### src/rtl/debug_uart_pkg.sv
// Shared definitions for the debug UART: receiver FSM state encoding,
// oversampling default and the baud divider computation (also used by the
// matching transmitter).
package debug_uart_pkg;

    // Receiver FSM states
    typedef enum logic [1:0] {
        ST_IDLE  = 2'b00,
        ST_START = 2'b01,
        ST_DATA  = 2'b10,
        ST_STOP  = 2'b11
    } rx_state_e;

    // Oversampling ticks per bit
    localparam int OVS_DEFAULT = 16;

    // Clocks per oversampling tick, truncated
    function automatic int calc_div(input int clk_freq, input int baud, input int ovs);
        return clk_freq / (baud * ovs);
    endfunction

endpackage

### src/rtl/uart_baud_gen.sv
// Free-running oversampling tick generator. It never stalls and is never
// realigned to a frame; the receiver tolerates up to one tick of phase error.
module uart_baud_gen #(
    parameter int DIV = 162
) (
    input  logic i_clock,
    input  logic i_reset_n,
    output logic o_tick
);

    localparam int            CW   = (DIV > 1) ? $clog2(DIV) : 1;
    localparam logic [CW-1:0] LAST = CW'(DIV - 1);

    logic [CW-1:0] r_cnt;
    logic          r_tick;

    // Divider counter wraps at DIV-1 and emits a one-clock tick on the wrap
    always_ff @(posedge i_clock or negedge i_reset_n) begin
        if (!i_reset_n) begin
            r_cnt  <= {CW{1'b0}};
            r_tick <= 1'b0;
        end else if (r_cnt == LAST) begin
            r_cnt  <= {CW{1'b0}};
            r_tick <= 1'b1;
        end else begin
            r_cnt  <= r_cnt + CW'(1);
            r_tick <= 1'b0;
        end
    end

    assign o_tick = r_tick;

endmodule

### src/rtl/debug_uart_rx.sv
// 8N1 UART receiver with 16x oversampling and mid-bit sampling. Feeds the
// debug unit's command byte port with one byte and a one-clock done pulse
// per correctly framed character; a zero stop bit gives a frame error pulse.
module debug_uart_rx
    import debug_uart_pkg::*;
#(
    parameter int CLK_FREQ = 50_000_000,
    parameter int BAUD     = 19_200,
    parameter int NB_DATA  = 8,
    parameter int OVS      = OVS_DEFAULT
) (
    input  logic               i_clock,
    input  logic               i_reset_n,
    input  logic               i_rx,
    output logic [NB_DATA-1:0] o_rx_data,
    output logic               o_rx_done_tick,
    output logic               o_frame_err,
    output logic               o_busy
);

    localparam int DIV = calc_div(CLK_FREQ, BAUD, OVS);
    localparam int TW  = $clog2(OVS);
    localparam int BW  = (NB_DATA > 1) ? $clog2(NB_DATA) : 1;

    localparam logic [TW-1:0] TICK_MID  = TW'(OVS / 2 - 1);
    localparam logic [TW-1:0] TICK_LAST = TW'(OVS - 1);
    localparam logic [BW-1:0] BIT_LAST  = BW'(NB_DATA - 1);

    logic               r_sync1;
    logic               r_sync2;
    logic               w_rx_s;
    logic               w_tick;

    rx_state_e          r_state;
    rx_state_e          w_state_next;
    logic [TW-1:0]      r_tick_cnt;
    logic [TW-1:0]      w_tick_cnt_next;
    logic [BW-1:0]      r_bit_cnt;
    logic [BW-1:0]      w_bit_cnt_next;
    logic [NB_DATA-1:0] r_shreg;
    logic [NB_DATA-1:0] w_shreg_next;
    logic [NB_DATA-1:0] r_rx_data;
    logic [NB_DATA-1:0] w_rx_data_next;
    logic               r_done;
    logic               w_done_next;
    logic               r_err;
    logic               w_err_next;
    logic               r_busy;

    uart_baud_gen #(
        .DIV (DIV)
    ) u_baud_gen (
        .i_clock   (i_clock),
        .i_reset_n (i_reset_n),
        .o_tick    (w_tick)
    );

    // Two-flop synchroniser for the asynchronous line; idle level is high
    always_ff @(posedge i_clock or negedge i_reset_n) begin
        if (!i_reset_n) begin
            r_sync1 <= 1'b1;
            r_sync2 <= 1'b1;
        end else begin
            r_sync1 <= i_rx;
            r_sync2 <= r_sync1;
        end
    end

    assign w_rx_s = r_sync2;

    // State, counters, shift register and registered outputs
    always_ff @(posedge i_clock or negedge i_reset_n) begin
        if (!i_reset_n) begin
            r_state    <= ST_IDLE;
            r_tick_cnt <= {TW{1'b0}};
            r_bit_cnt  <= {BW{1'b0}};
            r_shreg    <= {NB_DATA{1'b0}};
            r_rx_data  <= {NB_DATA{1'b0}};
            r_done     <= 1'b0;
            r_err      <= 1'b0;
            r_busy     <= 1'b0;
        end else begin
            r_state    <= w_state_next;
            r_tick_cnt <= w_tick_cnt_next;
            r_bit_cnt  <= w_bit_cnt_next;
            r_shreg    <= w_shreg_next;
            r_rx_data  <= w_rx_data_next;
            r_done     <= w_done_next;
            r_err      <= w_err_next;
            r_busy     <= (w_state_next != ST_IDLE);
        end
    end

    // Next-state and datapath: the start edge is checked every clock, all
    // other decisions happen only on an oversampling tick
    always_comb begin
        w_state_next    = r_state;
        w_tick_cnt_next = r_tick_cnt;
        w_bit_cnt_next  = r_bit_cnt;
        w_shreg_next    = r_shreg;
        w_rx_data_next  = r_rx_data;
        w_done_next     = 1'b0;
        w_err_next      = 1'b0;

        case (r_state)
            ST_IDLE: begin
                if (!w_rx_s) begin
                    w_state_next    = ST_START;
                    w_tick_cnt_next = {TW{1'b0}};
                end else begin
                    w_state_next    = ST_IDLE;
                end
            end

            ST_START: begin
                if (w_tick) begin
                    if (r_tick_cnt == TICK_MID) begin
                        if (!w_rx_s) begin
                            w_state_next    = ST_DATA;
                            w_tick_cnt_next = {TW{1'b0}};
                            w_bit_cnt_next  = {BW{1'b0}};
                        end else begin
                            // Line went back high before mid-start: glitch
                            w_state_next    = ST_IDLE;
                        end
                    end else begin
                        w_tick_cnt_next = r_tick_cnt + TW'(1);
                    end
                end else begin
                    w_tick_cnt_next = r_tick_cnt;
                end
            end

            ST_DATA: begin
                if (w_tick) begin
                    if (r_tick_cnt == TICK_LAST) begin
                        // LSB arrives first, so shift in from the top
                        w_shreg_next    = {w_rx_s, r_shreg[NB_DATA-1:1]};
                        w_tick_cnt_next = {TW{1'b0}};
                        if (r_bit_cnt == BIT_LAST) begin
                            w_state_next   = ST_STOP;
                        end else begin
                            w_bit_cnt_next = r_bit_cnt + BW'(1);
                        end
                    end else begin
                        w_tick_cnt_next = r_tick_cnt + TW'(1);
                    end
                end else begin
                    w_tick_cnt_next = r_tick_cnt;
                end
            end

            ST_STOP: begin
                if (w_tick) begin
                    if (r_tick_cnt == TICK_LAST) begin
                        // Leave at mid-stop so a following start edge is caught
                        w_state_next = ST_IDLE;
                        if (w_rx_s) begin
                            w_rx_data_next = r_shreg;
                            w_done_next    = 1'b1;
                        end else begin
                            w_err_next     = 1'b1;
                        end
                    end else begin
                        w_tick_cnt_next = r_tick_cnt + TW'(1);
                    end
                end else begin
                    w_tick_cnt_next = r_tick_cnt;
                end
            end

            default: begin
                w_state_next = ST_IDLE;
            end
        endcase
    end

    assign o_rx_data      = r_rx_data;
    assign o_rx_done_tick = r_done;
    assign o_frame_err    = r_err;
    assign o_busy         = r_busy;

endmodule

### config.mk
export PLATFORM = sky130hd
export DESIGN_NAME = debug_uart_rx
export DESIGN_NICKNAME = d
export VERILOG_FILES = /design/src/rtl/debug_uart_pkg.sv /design/src/rtl/uart_baud_gen.sv /design/src/rtl/debug_uart_rx.sv
export SDC_FILE = /design/constraint.sdc
export NUM_CORES = 1
export LEC_CHECK = 0
export ABC_AREA = 1
export CORE_AREA = 2 2 69 77
export CTS_BUF_LIST = sky130_fd_sc_hd__clkbuf_8 sky130_fd_sc_hd__clkbuf_16
export CTS_CLUSTER_SIZE = 25
export DETAILED_ROUTE_END_ITERATION = 10
export DIE_AREA = 0 0 71 79
export PLACE_DENSITY = 0.6
export SYNTH_ARGS = -nofsm -noshare
export SYNTH_HDL_FRONTEND = slang
export SYNTH_HIERARCHICAL = 1
export SYNTH_SLANG_ARGS = --single-unit
### constraint.sdc
create_clock -name i_clock -period 1.38 [get_ports i_clock]
set_input_delay 0.414 -clock i_clock [delete_from_list [all_inputs] [get_ports i_clock]]
set_output_delay 0.414 -clock i_clock [all_outputs]
set_load 0.02 [all_outputs]
# After elaboration in Yosys (flattened, before gate mapping)
# Cells that the tools add are included.
[word_totals] elab_cells=72 ff_bits=39 output_inout_bits=11
[classes] eq_ne=15 n_mux=35 n_reduce_logical=7 addsub=3
[op_table] cell="$mux W4" count=7
[op_table] cell="$mux W3" count=6
[op_table] cell="$mux W2" count=8
[op_table] cell="$pmux W4 S4" count=1
[op_table] cell="$mux W1" count=10
[op_table] cell="$ne A2 B2 Y1 const B" count=5
[op_table] cell="$add A8 B1 Y8 const B" count=1
[op_table] cell="$eq A8 B8 Y1 const B" count=1
[op_table] cell="$mux W8" count=1
[op_table] cell="$pmux W2 S4" count=1
[op_table] cell="$reduce_and A4 Y1" count=2
[op_table] cell="$reduce_and A7 Y1" count=1
[op_table] cell="$ne A2 B1 Y1 const B" count=3
[op_table] cell="$pmux W3 S2" count=1
[op_table] cell="$add A4 B1 Y4 const B" count=1
[op_table] cell="$eq A2 B2 Y1 const B" count=2
[op_table] cell="$eq A4 B3 Y1 const B" count=1
[op_table] cell="$eq A4 B4 Y1 const B" count=1
[op_table] cell="$reduce_bool A2 Y1" count=2
[op_table] cell="$add A3 B1 Y3 const B" count=1
[op_table] cell="$eq A3 B3 Y1 const B" count=1
[op_table] cell="$reduce_and A3 Y1" count=1
[op_table] cell="$eq A2 B1 Y1 const B" count=1
[op_table] cell="$logic_not A2 Y1" count=1

# Logic depth before layout (Yosys ltp)
[logic_depth] word_depth=6 depth_mapped=8

# Hierarchy
# The synthesis kept the hierarchy.
[modules_own_cells] mod="debug_uart_rx" area_each_um2=1447.6 n_inst=1 cells_per_inst=157
[modules_own_cells] mod="uart_baud_gen" area_each_um2=427.9 n_inst=1 cells_per_inst=49

# Worst setup path before layout
# Ideal clock, no wire load.
[synth_path] path_type="register to register" start="register r_tick_cnt[0]" end="register r_rx_data[6] (netlist: o_rx_data[6])" n_path_buf=1 setup_slack_ns=0.034 setup_ns=0.118 t_arrival_ns=1.228 stages_incl_launch_ff=8 synth_period_minus_slack_ns=1.346 path_cell_list="dfrtp_1 ha_1 nand3_4 nor2_8 nand3_4 buf_6 nand2_2 o21ai_2"
[synth_between] elab_chain_cells=2
[synth_lines] item="from (decl)" line_no="debug_uart_rx.sv:36" source="logic [TW-1:0] r_tick_cnt;"
[synth_lines] item="from (signal assigned)" line_no="debug_uart_rx.sv:75" source="r_tick_cnt <= {TW{1'b0}};"
[synth_lines] item="from (signal assigned)" line_no="debug_uart_rx.sv:84" source="r_tick_cnt <= w_tick_cnt_next;"
[synth_lines] item="$eq A4 B4 Y1" line_no="debug_uart_rx.sv:155" source="if (r_tick_cnt == TICK_LAST) begin"
[synth_lines] item="$reduce_and A4 Y1 (no line)"
[synth_lines] item="to (signal assigned)" line_no="debug_uart_rx.sv:78" source="r_rx_data <= {NB_DATA{1'b0}};"
[synth_lines] item="to (signal assigned)" line_no="debug_uart_rx.sv:87" source="r_rx_data <= w_rx_data_next;"
[synth_lines] item="to (decl)" line_no="debug_uart_rx.sv:42" source="logic [NB_DATA-1:0] r_rx_data;"
# Every way passes these cells.
# A chain may end at the register's enable or synchronous reset.

# Worst setup path in the final report
[layout_path] start="register r_tick_cnt[1]" end="register r_shreg[7]"
[layout_between] elab_chain_cells=2
[layout_lines] item="$eq A4 B4 Y1" line_no="debug_uart_rx.sv:136" source="if (r_tick_cnt == TICK_LAST) begin"
[layout_lines] item="$reduce_and A3 Y1 (no line)"
[layout_lines] item="to (signal assigned)" line_no="debug_uart_rx.sv:77" source="r_shreg <= {NB_DATA{1'b0}};"
[layout_lines] item="to (signal assigned)" line_no="debug_uart_rx.sv:86" source="r_shreg <= w_shreg_next;"
[layout_lines] item="to (decl)" line_no="debug_uart_rx.sv:40" source="logic [NB_DATA-1:0] r_shreg;"
# Every way passes these cells.

==> results.txt <==
For this design the static power due to leakage is 1.18 nW. STA classifies the critical path endpoint as a flip-flop. TritonCTS built the clock tree. The average via count per standard cell is 4.52, and the number of port buffers is 13. For the sequential element share of the synthesized area, the log shows 0.522.

The net count of the finished layout is 246. The power density over the cells was 864 nW/um^2. The clock share of power was 0.413.

The clock arrives with 0.00828 ns of skew. The tools report the sequential cell area in the final layout as 978 sq um. The switching part of the total power was 0.206. The run gives 0.793 as the max-slew headroom at the worst pin.

The class of the most critical hold timing path was in -> async. In this design, the stage delay of the slowest critical-path cell is 0.40 ns. Net count after synthesis: 214. The tools report the maximum clock frequency as 745 MHz. The maximum fanout count along the critical path was 16; the worst reg2reg path depth was 7.

The kind of cell with the highest combined delay along the critical path is simple AND/OR/NAND/NOR gates. The cell with the largest stage delay on the worst path was dfrtp_1. The tools report the maximum ir drop on the vdd rail as 0.577 mV.

Width of the die: 71 um. At the end of routability-driven placement, the weighted congestion stood at 0.827. Footprint of the multi-input gates: 870 sq um. Compared with the post-synthesis result, the final layout area differs by 25.0%.

In the final routed layout, each cell accounts on average for 11.3 um. The buffer and inverter count on the worst path works out to 1. The number of buffers inserted during clock tree synthesis was 5. After technology mapping, the gate count stands at 206.

For the worst setup path, the data arrival time is 1.52 ns. Post-synthesis register bit count: 39. The final hold violation count is 0. The DRC violations left was 0. The number of sinks driven by the clock tree is 39.

The tools report the final design instance area without fill as 2340 sq um. The run gives 0.478 as the utilization after layout. The run finished with clean final reports.

For this run the aggregate overflow at the end of global routing stands at 0. The tools report the relative contribution of sequential cells to total power as 0.569. Once detail routing completed, the nets flagged for antenna violations numbered 0.

Counting distinct cell types in the post-synthesis netlist gives 25. The smallest clock period supported by the final layout is computed as 1.34 ns. The logs give 3370 um for the sum of routed wire length over all layers and 0 for the initial antenna violation count. The clock latency of the later-clocked register in the worst-skew pair is 0.29 ns.

By startpoint and endpoint, the worst setup path is classified as reg -> reg. For the all-layer global routing usage, the log shows 0.136. The floorplan has 27 rows. Walking the worst path, the cells encountered are ha_4 > nand3_4 > nor2_8 > nand2_4 > buf_12 > nand2_1 > o21ai_2. The combined area of all synthesized cells is 1880 sq um, and the post-route non-filler standard cell count is 297. Max-cap violations in this run came to 0.

The tools report the clock root buffer as clkbuf_8. The core region is 4900 sq um. 0 antenna diodes ended up in the layout.

Final cycle utilization of the critical path: 0.973. The H-tree was split into 2 levels. The iteration-0 DRC count of the detailed router came out at 49. Clock-pin slew was measured on the worst setup and hold paths at 0.08 ns. The final max-slew violation count was 0. Total number of vias: 1343. The first global-routing pass estimated 5930 um of wire.

The number of warnings reported in the yosys synthesis log was 6; the placed wire-length estimate was 2260 um. The filler cells instantiated in the layout total 434. The tools report the number of failing setup endpoints in the final timing report as 0.

The total number of cells along the worst setup path works out to 7. The placed instances occupy a cell area of 2150 sq um. Setup repair after global routing could not meet its margin everywhere. For this design the total switching power over the nets is 418 uW.

A synthesized cell averages 9.10 sq um. Including well taps, the total number of placed cells is 285. Startpoint kind of the worst setup timing path: a flip-flop. The logs give 14 for the count of pins on the block boundary and 5610 sq um for the floorplan die area. For the worst setup path, the data required time is 1.55 ns.

At the pin with the least slew margin, the transition time is 0.310 ns. Initial core utilization: 0.383. Via count of the first global-routing pass: 1282. The logic gate share of total power came out at 0.018. The fraction of layout instances using a drive strength above 1 works out to 0.372. Before antenna repair, the detailed router went through 4 iterations.

The tools report the total of hold buffers inserted after clock tree synthesis as 0. No sink is reached through more buffers than the 2 on the longest clock path. The run gives 1.61 mW as the internal power of the cells. Entering global routing, the biggest net connects 30 pins.

The chip height works out to 79 um.
==> stage by stage <==
stage | power (mW) | setup slack [ns] | hold WS [ns] | TNS (ns)
4_1_cts | 2.06 | 0.000434 | 0.00979 | 0
3_5_place_dp | 1.21 | -0.00917 | 0.327 | -0.0130
2_1_floorplan | 1.18 | 0.0342 | 0.118 | 0
6_report | 2.02 | 0.0375 | 0.00514 | 0
5_1_grt | 2.11 | -0.0505 | 0.00451 | -0.807
3_3_place_gp | 1.21 | -0.0252 | 0.315 | -0.0742
==> cells by family (layout without fill, tap and decap cells) <==
group,after synthesis,after routing,share of synthesized area
fa+ha+maj,5,5,0.0334
buf+inv,32,64,0.0720
simple gates,100,101,0.253
flops,39,39,0.522
compound gates,27,27,0.105
xor+xnor,3,3,0.0140
==> cells in the mapped netlist (all sizes together) <==
cell / instances / area share
dfrtp: 37 / 0.49
o21ai: 23 / 0.093
nand4: 2 / 0.0067
nor2: 19 / 0.052
inv: 30 / 0.060
ha: 5 / 0.033
dfstp: 2 / 0.028
xor2: 2 / 0.0093
buf: 2 / 0.012
nand3: 11 / 0.043
nand2: 65 / 0.14
nor3: 2 / 0.0053
o21bai: 1 / 0.0040
a21oi: 3 / 0.0080
or2: 1 / 0.0033
xnor2: 1 / 0.0047
==> routing by layer <==
| layer | up-vias | GRT usage | routed length (um) |
|---|---|---|---|
| li1 | 713 | - | - |
| met1 | 611 | 0.179 | 1550 |
| met2 | 15 | 0.216 | 1700 |
| met3 | 4 | 0.0305 | 77 |
| met4 | 0 | 0.0566 | 46 |
| met5 | - | 0 | 0 |
==> flip-flops by register name, indices dropped and copies added, names as in the netlist, 2 cells and up <==
name	cells
o_rx_data	8
r_tick_cnt	4
u_baud_gen/r_cnt	8
r_bit_cnt	3
r_state	2
r_shreg	8
==> area by class of cell <==
| cell class | instances | area share |
|---|---|---|
| sequential | 39 | 0.418 |
| multi-input combinational | 136 | 0.371 |
| timing repair buffer | 26 | 0.0886 |
| inverter | 30 | 0.0491 |
| clock buffer | 7 | 0.0411 |
| tap | 58 | 0.0310 |
| clock inverter | 1 | 0.00160 |
==> repair_timing <==
action / CTS / global route
gates resized for setup: 26 / 43
setup buffers: 0 / 3
cloned: 1 / 0
pin swaps: 0 / 8
setup endpoints to repair: 19 / 34
==> power by group through the flow <==
stage	sequential (mW)	combinational, mW	clock [mW]
finish	1.15	0.0373	0.835
global placement	1.17	0.0391	0
floorplan	1.17	0.00336	0
global route	1.15	0.0437	0.916
CTS	1.15	0.0398	0.869
detailed placement	1.17	0.0399	0
==> final timing paths <==
kind,startpoint,to,slack (ns)
hold reg to reg,r_sync1,r_sync2,0.36
min in group i_clock,r_sync1,r_sync2,0.36
setup / recovery,r_tick_cnt[1],r_shreg[7],0.04
max in group asynchronous,i_reset_n,r_sync1,0.84
hold / removal,i_reset_n,o_busy,0.005
setup reg to reg,r_tick_cnt[1],r_shreg[7],0.04
==> cell usage in the layout, fill, tap and decap left out, types with 5 or more instances in the layout <==
cell type,count
o21ai_1,5
clkbuf_8,7
nor2_1,13
buf_4,11
clkbuf_2,6
nand2_2,21
nand2_1,42
inv_1,28
o21ai_2,17
nand3_1,8
dfrtp_1,37
==> worst register-to-register path: stages, from the launching register on <==
cell and delay [ns]:
dfrtp_1 0.40, ha_4 0.17, nand3_4 0.13, nor2_8 0.18, nand2_4 0.08, buf_12 0.16
nand2_1 0.07, o21ai_2 0.05
Note: power is estimated with default switching activity, not from simulation.
